## src/rtl/boreal_pkg.sv

```systemverilog
// boreal_pkg: shared verdict codes, request word indices, policy defaults and FSM states
package boreal_pkg;
   localparam logic [31:0] DEF_EXP_POLICY = 32'hA5A5_0001;
   localparam logic [31:0] DEF_MAX_MAG    = 32'd100;
   localparam logic [31:0] V_ALLOW       = 32'd1;
   localparam logic [31:0] V_DENY_VER    = 32'd2;
   localparam logic [31:0] V_DENY_POL    = 32'd3;
   localparam logic [31:0] V_DENY_MAG    = 32'd4;
   localparam logic [31:0] V_DENY_REPLAY = 32'd5;
   localparam int W_VER    = 0;
   localparam int W_CLASS  = 1;
   localparam int W_MAG    = 2;
   localparam int W_POLICY = 5;
   localparam int W_NONCE  = 7;
   typedef enum logic [1:0] {IDLE, CHECK, RESP} state_t;
endpackage

```

## src/rtl/boreal_resp_verdict.sv

```systemverilog
// boreal_resp_verdict: combinational request verdict with fixed check priority
module boreal_resp_verdict
   import boreal_pkg::*;
#(
   parameter logic [31:0] EXP_POLICY = DEF_EXP_POLICY,
   parameter logic [31:0] MAX_MAG    = DEF_MAX_MAG
) (
   input  logic [31:0] ver,
   input  logic [31:0] mag,
   input  logic [31:0] policy,
   input  logic [31:0] nonce,
   input  logic [31:0] exp_nonce,
   output logic [31:0] verdict
);
   // first failing check wins; replay is checked before magnitude
   always_comb
      verdict = (ver != 32'd1)         ? V_DENY_VER    :
                (policy != EXP_POLICY) ? V_DENY_POL    :
                (nonce < exp_nonce)    ? V_DENY_REPLAY :
                (mag > MAX_MAG)        ? V_DENY_MAG    : V_ALLOW;
endmodule

```

## src/rtl/boreal_mailbox_responder.sv

```systemverilog
// boreal_mailbox_responder: request word mailbox with one-cycle policy check and held response
module boreal_mailbox_responder
   import boreal_pkg::*;
#(
   parameter logic [31:0] EXP_POLICY = DEF_EXP_POLICY,
   parameter logic [31:0] MAX_MAG    = DEF_MAX_MAG
) (
   input  logic        clk,
   input  logic        rst,
   input  logic        req_we,
   input  logic [3:0]  req_widx,
   input  logic [31:0] req_wdata,
   input  logic        req_valid_set,
   output logic        resp_valid,
   output logic [31:0] resp_w0,
   output logic [31:0] resp_w1,
   output logic [31:0] resp_w2,
   output logic [31:0] resp_w3,
   output logic [31:0] resp_w4,
   input  logic        resp_ack,
   output logic        busy,
   output logic        err_wr_busy
);
   state_t      state, state_nxt;
   logic [31:0] words [8];
   logic [31:0] exp_nonce, seq, verdict, req_xor;

   boreal_resp_verdict #(.EXP_POLICY(EXP_POLICY), .MAX_MAG(MAX_MAG)) u_verdict (
      .ver       (words[W_VER]),
      .mag       (words[W_MAG]),
      .policy    (words[W_POLICY]),
      .nonce     (words[W_NONCE]),
      .exp_nonce (exp_nonce),
      .verdict   (verdict)
   );

   assign busy = state != IDLE;

   // folded checksum of the whole request
   always_comb begin
      req_xor = '0;
      for (int i = 0; i < 8; i++) req_xor ^= words[i];
   end

   // acks only count once the response is actually presented
   always_comb
      state_nxt = (state == IDLE && req_valid_set)         ? CHECK :
                  (state == CHECK)                         ? RESP  :
                  (state == RESP && resp_valid && resp_ack) ? IDLE  : state;

   // state register, busy-drop flag and response handshake
   always_ff @(posedge clk) begin
      if (rst) begin
         state       <= IDLE;
         resp_valid  <= 1'b0;
         err_wr_busy <= 1'b0;
      end else begin
         state       <= state_nxt;
         resp_valid  <= state == RESP && !(resp_valid && resp_ack);
         if (busy && (req_we || req_valid_set)) err_wr_busy <= 1'b1;
      end
   end

   // request word file, writable only while idle; indices 8..15 are dropped
   always_ff @(posedge clk) begin
      if (rst) begin
         for (int i = 0; i < 8; i++) words[i] <= '0;
      end else if (state == IDLE && req_we && !req_widx[3]) begin
         words[req_widx[2:0]] <= req_wdata;
      end
   end

   // response words, replay window and sequence counter update during CHECK
   always_ff @(posedge clk) begin
      if (rst) begin
         resp_w0   <= '0;
         resp_w1   <= '0;
         resp_w2   <= '0;
         resp_w3   <= '0;
         resp_w4   <= '0;
         exp_nonce <= '0;
         seq       <= '0;
      end else if (state == CHECK) begin
         resp_w0 <= verdict;
         resp_w1 <= words[W_NONCE];
         resp_w2 <= (verdict == V_ALLOW) ? words[W_MAG] : '0;
         resp_w3 <= seq;
         resp_w4 <= req_xor;
         seq     <= seq + 32'd1;
         if (verdict != V_DENY_REPLAY) exp_nonce <= words[W_NONCE] + 32'd1;
      end
   end
endmodule
```

## config.mk

```make
export PLATFORM = sky130hd
export DESIGN_NAME = boreal_mailbox_responder
export DESIGN_NICKNAME = d
export VERILOG_FILES = /design/src/rtl/boreal_pkg.sv /design/src/rtl/boreal_resp_verdict.sv /design/src/rtl/boreal_mailbox_responder.sv
export SDC_FILE = /design/constraint.sdc
export NUM_CORES = 1
export LEC_CHECK = 0
export ABC_AREA = 1
export CAP_MARGIN = 40
export CORE_MARGIN = 2
export CORE_UTILIZATION = 57
export DETAILED_ROUTE_END_ITERATION = 8
export DONT_BUFFER_PORTS = 1
export PLACE_DENSITY_LB_ADDON = 0.05
export SKIP_LAST_GASP = 1
export SYNTH_ARGS = -nofsm -noshare
export SYNTH_HDL_FRONTEND = slang
export SYNTH_SLANG_ARGS = --single-unit
```

## constraint.sdc

```tcl
create_clock -name clk -period 6.1 [get_ports clk]
set_input_delay 1.83 -clock clk [delete_from_list [all_inputs] [get_ports clk]]
set_output_delay 1.83 -clock clk [all_outputs]
set_load 0.01 [all_outputs]
```

After elaboration in Yosys (flattened, before gate mapping). Memories as Yosys holds them, arrays and structs flattened. Cells that the tools add are included.

Add/subtract/negate cells: 2. Order comparisons: 2. Equal/unequal tests: 6. Muxes and demuxes: 16. Bitwise logic cells: 7. Reduce and logical (&&, ||, !) cells: 18.

Operators with widths (number): $xor A32 B32 Y32 (7); $mux W32 (5); $add A32 B1 Y32 const B (2); $eq A32 B1 Y1 const B (1); $gt A32 B7 Y1 const B (1); $lt A32 B32 Y1 (1); $ne A32 B1 Y1 const B (1); $ne A32 B3 Y1 const B (1); $ne A32 B32 Y1 const B (1); $reduce_or A32 Y1 (1); $logic_and A1 B1 Y1 (8); $mux W1 (7); $mux W3 (2); $mux W2 (2); $reduce_bool A2 Y1 (2); $reduce_bool A3 Y1 (1); $eq A2 B1 Y1 const B (1); $eq A2 B2 Y1 const B (1); $logic_not A1 Y1 (2); $logic_not A2 Y1 (1); $reduce_and A2 Y1 (1); $reduce_or A2 Y1 (1); $logic_or A1 B1 Y1 (1).

Flip-flop bits (word level): 228. RAM bits: 256. Input port bits: 41. Output and inout bits: 163. Memories kept: 1.

Memories: words (words 8, width 32, read ports 8, clocked after memory_dff 0, wr ports 8, RTL line boreal_mailbox_responder.sv:25) `logic [31:0] words [8];`.

Depth between registers and ports, before layout.
Word-level depth: 8. Depth in mapped cells: 17. Gate-level depth less buffers: 16.

Modules after synthesis. Synthesis repeated with hierarchy kept, for this count alone.

Cell total of the unflattened synthesis: 2945. Area total of the unflattened synthesis: 23565.1 um2.

By module, submodules not included: boreal_mailbox_responder (instances 1, cells an instance 2704, area an instance 22177.5 um2, seq. area each 12251.8 um2); boreal_resp_verdict (instances 1, cells an instance 241, area an instance 1387.6 um2, seq. area each 0.0 um2).

Worst setup path after synthesis. OpenSTA, ideal clock, no wires.

Kind: input to register. Start point: input rst. End point: memory words[0][0], enable pin. Setup time: 0.478 ns. Arrival time: 3.203 ns. Required time: 5.622 ns. Setup slack: 2.419 ns. Stages on the path: 6. Path through: clkinv_1 -> nand3_1 -> nor2_1 -> nand2_1 -> clkbuf_1 -> nand2_1.

RTL lines: from (decl) (RTL line boreal_mailbox_responder.sv:9) `input logic rst,`; to (decl) (RTL line boreal_mailbox_responder.sv:25).

==> results.sh <==
export IMPL_run_status="finished, final reports clean"
export IMPL_netlist_top_cells_area="edfxtp_1 (38%), dfxtp_1 (20%), nor2_1 (10%)"
export IMPL_grt_setup_unrepaired="no"
export IMPL_share_of_synthesized_area_occupied_by_flip_flops_and_latches_pct=57.1
export IMPL_cts_inserted_buffers=48
export IMPL_p_total_mw=6.93
export IMPL_gr_usage_all_layers_pct=26.2
export IMPL_synthesis_to_layout_area_growth_pct=9.05
export IMPL_cts_root_to_sink_buffers=3
export IMPL_antenna_left=0
export IMPL_grt_first_pass_wirelength_mm=76.3
export IMPL_cp_required_ns=6.37
export IMPL_cts_hold_fix_buffers=0
export IMPL_drv_slew=0
export IMPL_worst_r2r_cell_count=12
export IMPL_vdd_drop_max_uv=308
export IMPL_drt_initial_drc_count=1250
export IMPL_tritoncts_clock_tree="built"
export IMPL_final_common_cell="nor2_1"
export IMPL_floorplan_initialDensity_pct=57.7
export IMPL_post_synth_top_area_fraction_pct=37.6
export IMPL_io_buffers=0
export IMPL_grt_max_degree=152
export IMPL_detail_route_vias_per_cell=5.36
export IMPL_ys_warnings_count=0
export IMPL_num_vias=14200
export IMPL_layout_nets=2230
export IMPL_fp_dieH_microns=193
export IMPL_start_to_end_type_of_the_worst_setup_path="in2reg"
export IMPL_post_cts_buffers=0
export IMPL_worst_path_dominant_cell_family="simple AND/OR/NAND/NOR gates"
export IMPL_yosys_area_top_type="edfxtp_1"
export IMPL_grt_ovfl_total=0
export IMPL_min_path_cells=2
export IMPL_wire_per_inst_microns=18.5
export IMPL_power_leakage_nw=8.83
export IMPL_number_of_antenna_violations_at_the_first_check_in_global_routing=0
export IMPL_timing_max_slew_rel_slack_pct=44.6
export IMPL_first_global_vias=13800
export IMPL_achievable_frequency_ghz=0.268
export IMPL_critPathLaunchType="input pin"
export IMPL_crit_arrival_ns=4.00
export IMPL_io_pins=204
export IMPL_die_area_sq_mm=0.0374
export IMPL_final_antenna_diode_count=0
export IMPL_yosys_register_bits=455
export IMPL_chain_of_cells_forming_the_critical_path="nor2_1 > nand3_1 > nor2_1 > nand2_1 > buf_4 > nand2_1 > buf_4"
export IMPL_path_clk_slew_ns=0.06
export IMPL_clock_latency_ns=0.58
export IMPL_critPathCaptureType="flip-flop"
export IMPL_number_of_max_cap_violations=0
export IMPL_setup_viol_count_final=0
export IMPL_yosys_cell_types_count=35
export IMPL_synth_area_sq_mm=0.0204
export IMPL_tritoncts_num_sinks=455
export IMPL_design_core_area_sq_mm=0.0354
export IMPL_critical_path_slowest_cell="nand2_1"
export IMPL_cp_buffers_inverters=2
export IMPL_total_negative_setup_slacks_ns=0
export IMPL_clock_root_buffer="clkbuf_16"
export IMPL_cts_htree_levels=2
export IMPL_floorplan_rows=69
export IMPL_avg_synthesized_cell_area_sq_um=9.42
export IMPL_most_common_layout_cells="nor2_1 (549), edfxtp_1 (256), nand2_1 (221)"
export IMPL_post_route_cells_drive_above_1_share_pct=5.06
export IMPL_die_x_microns=193
export IMPL_critPathMaxFanout=33
export IMPL_clock_skew_ns=0.0148
export IMPL_fin_crit_sh_pct=61.2
export IMPL_route_detailed_drc=0
export IMPL_detailedRoute_firstPassIterationCount=5
export IMPL_worst_hold_path_type="reg2reg"
export IMPL_fin_crit_ns=3.73
export IMPL_cp_depth=7
export IMPL_drt_wl_total_mm=49.2
export IMPL_post_synth_inst_count=2169
export IMPL_gp_congestion=0.920
export IMPL_detailed_place_hpwl_mm=34.2
export IMPL_post_cts_resized=0
export IMPL_timing_worst_slew_pin_value_ns=0.829
export IMPL_cpPeakStageDelay_ns=0.65
export IMPL_timing_final_hold_violations=0
export IMPL_cellPowerDensity_mw_per_mm2=311
[layer usage]
| metal | part of all wire [%] | vias up | track usage [%] |
|---|---|---|---|
| met5 | 0 | - | 0 |
| met4 | 2.9 | 0 | 8.79 |
| met3 | 7.0 | 86 | 5.21 |
| met2 | 47 | 471 | 42.7 |
| met1 | 43 | 6777 | 35.4 |
| li1 | - | 6907 | - |
[metrics by stage]
stage | cell area, sq um | utilization, % | hold slack, ns | worst slack [ns] | std cells
after detailed placement | 20800 | 58.7 | 0.472 | 1.82 | 2567
after global routing | 22300 | 62.9 | 0.500 | 2.27 | 2656
after floorplan | 20500 | - | 0.450 | 2.42 | 2197
after global placement | 20700 | 58.6 | 0.461 | 1.80 | 2566
after CTS | 22300 | 62.9 | 0.485 | 2.42 | 2656
final | 22300 | 62.9 | 0.482 | 2.37 | 2656
[final timing paths]
kind / startpoint / slack (ns) / end
setup / recovery: req_widx[3] / 2.37 / words[2][13]
hold / removal: resp_w2[27] / 0.48 / resp_w2[27]
setup reg to reg: words[7][28] / 2.82 / exp_nonce[30]
hold reg to reg: resp_w2[27] / 0.48 / resp_w2[27]
[state kept, by name, indices dropped and copies added (netlist names)]
| signal | count |
|---|---|
| err_wr_busy | 1 |
| exp_nonce | 32 |
| resp_valid | 1 |
| resp_w0 | 3 |
| resp_w1 | 32 |
| resp_w2 | 32 |
| resp_w3 | 32 |
| resp_w4 | 32 |
| seq | 32 |
| state | 2 |
| words | 256 |
[worst min-delay path, cell delays in order (launching register included)]
cell,delay (ns)
dfxtp_1,0.34
nand2_1,0.07
nor2_1,0.03
[where the power goes]
part	internal, mW	switching, mW	leakage (nW)	total, mW
Clock	1.62	1.19	0.742	2.81
Sequential	3.38	0.135	4.27	3.51
Combinational	0.223	0.384	3.81	0.606
Total	5.23	1.71	8.83	6.93
[cell type report]
class,instances,area [sq um]
Clock buffer,67,1340
Multi-Input combinational cell,1450,7650
Tap cell,461,577
Clock inverter,22,166
Timing Repair Buffer,22,198
Inverter,179,673
Fill cell,2986,13100
Sequential cell,455,11700
[cells by family after synthesis]
logic type,share of synthesized area [%]
adder cells (fa/ha/maj),2.02
other,0.0184
flip-flops,57.1
AO/OA/AOI/OAI,5.38
XOR/XNOR,11.3
AND/OR/NAND/NOR,18.2
buffers and inverters,5.94
[synthesized netlist by cell type]
| library cell | count |
|---|---|
| conb_1 | 1 |
| nand3_1 | 31 |
| inv_1 | 177 |
| nand4_1 | 22 |
| dfxtp_1 | 199 |
| nor2_1 | 549 |
| nand2_1 | 221 |
| nor4_1 | 6 |
| nor3b_2 | 2 |
| a31oi_1 | 1 |
| nor3_1 | 41 |
| nor3_2 | 1 |
| o21a_1 | 1 |
| buf_2 | 7 |
| nor2_2 | 3 |
| nor3b_1 | 4 |
| o211ai_1 | 1 |
| xnor2_1 | 198 |
| or2_4 | 1 |
| clkinv_1 | 1 |
| nor2_4 | 4 |
| clkbuf_1 | 69 |
| a211oi_1 | 1 |
| a21oi_1 | 100 |
| ha_1 | 33 |
| o21ai_0 | 114 |
| nand2_2 | 4 |
| nand3b_1 | 14 |
| nand3_2 | 1 |
| edfxtp_1 | 256 |
| xor2_1 | 66 |
| buf_1 | 8 |
| buf_4 | 29 |
| or2_2 | 2 |
| inv_2 | 1 |
(Power assumes the default switching activity.)
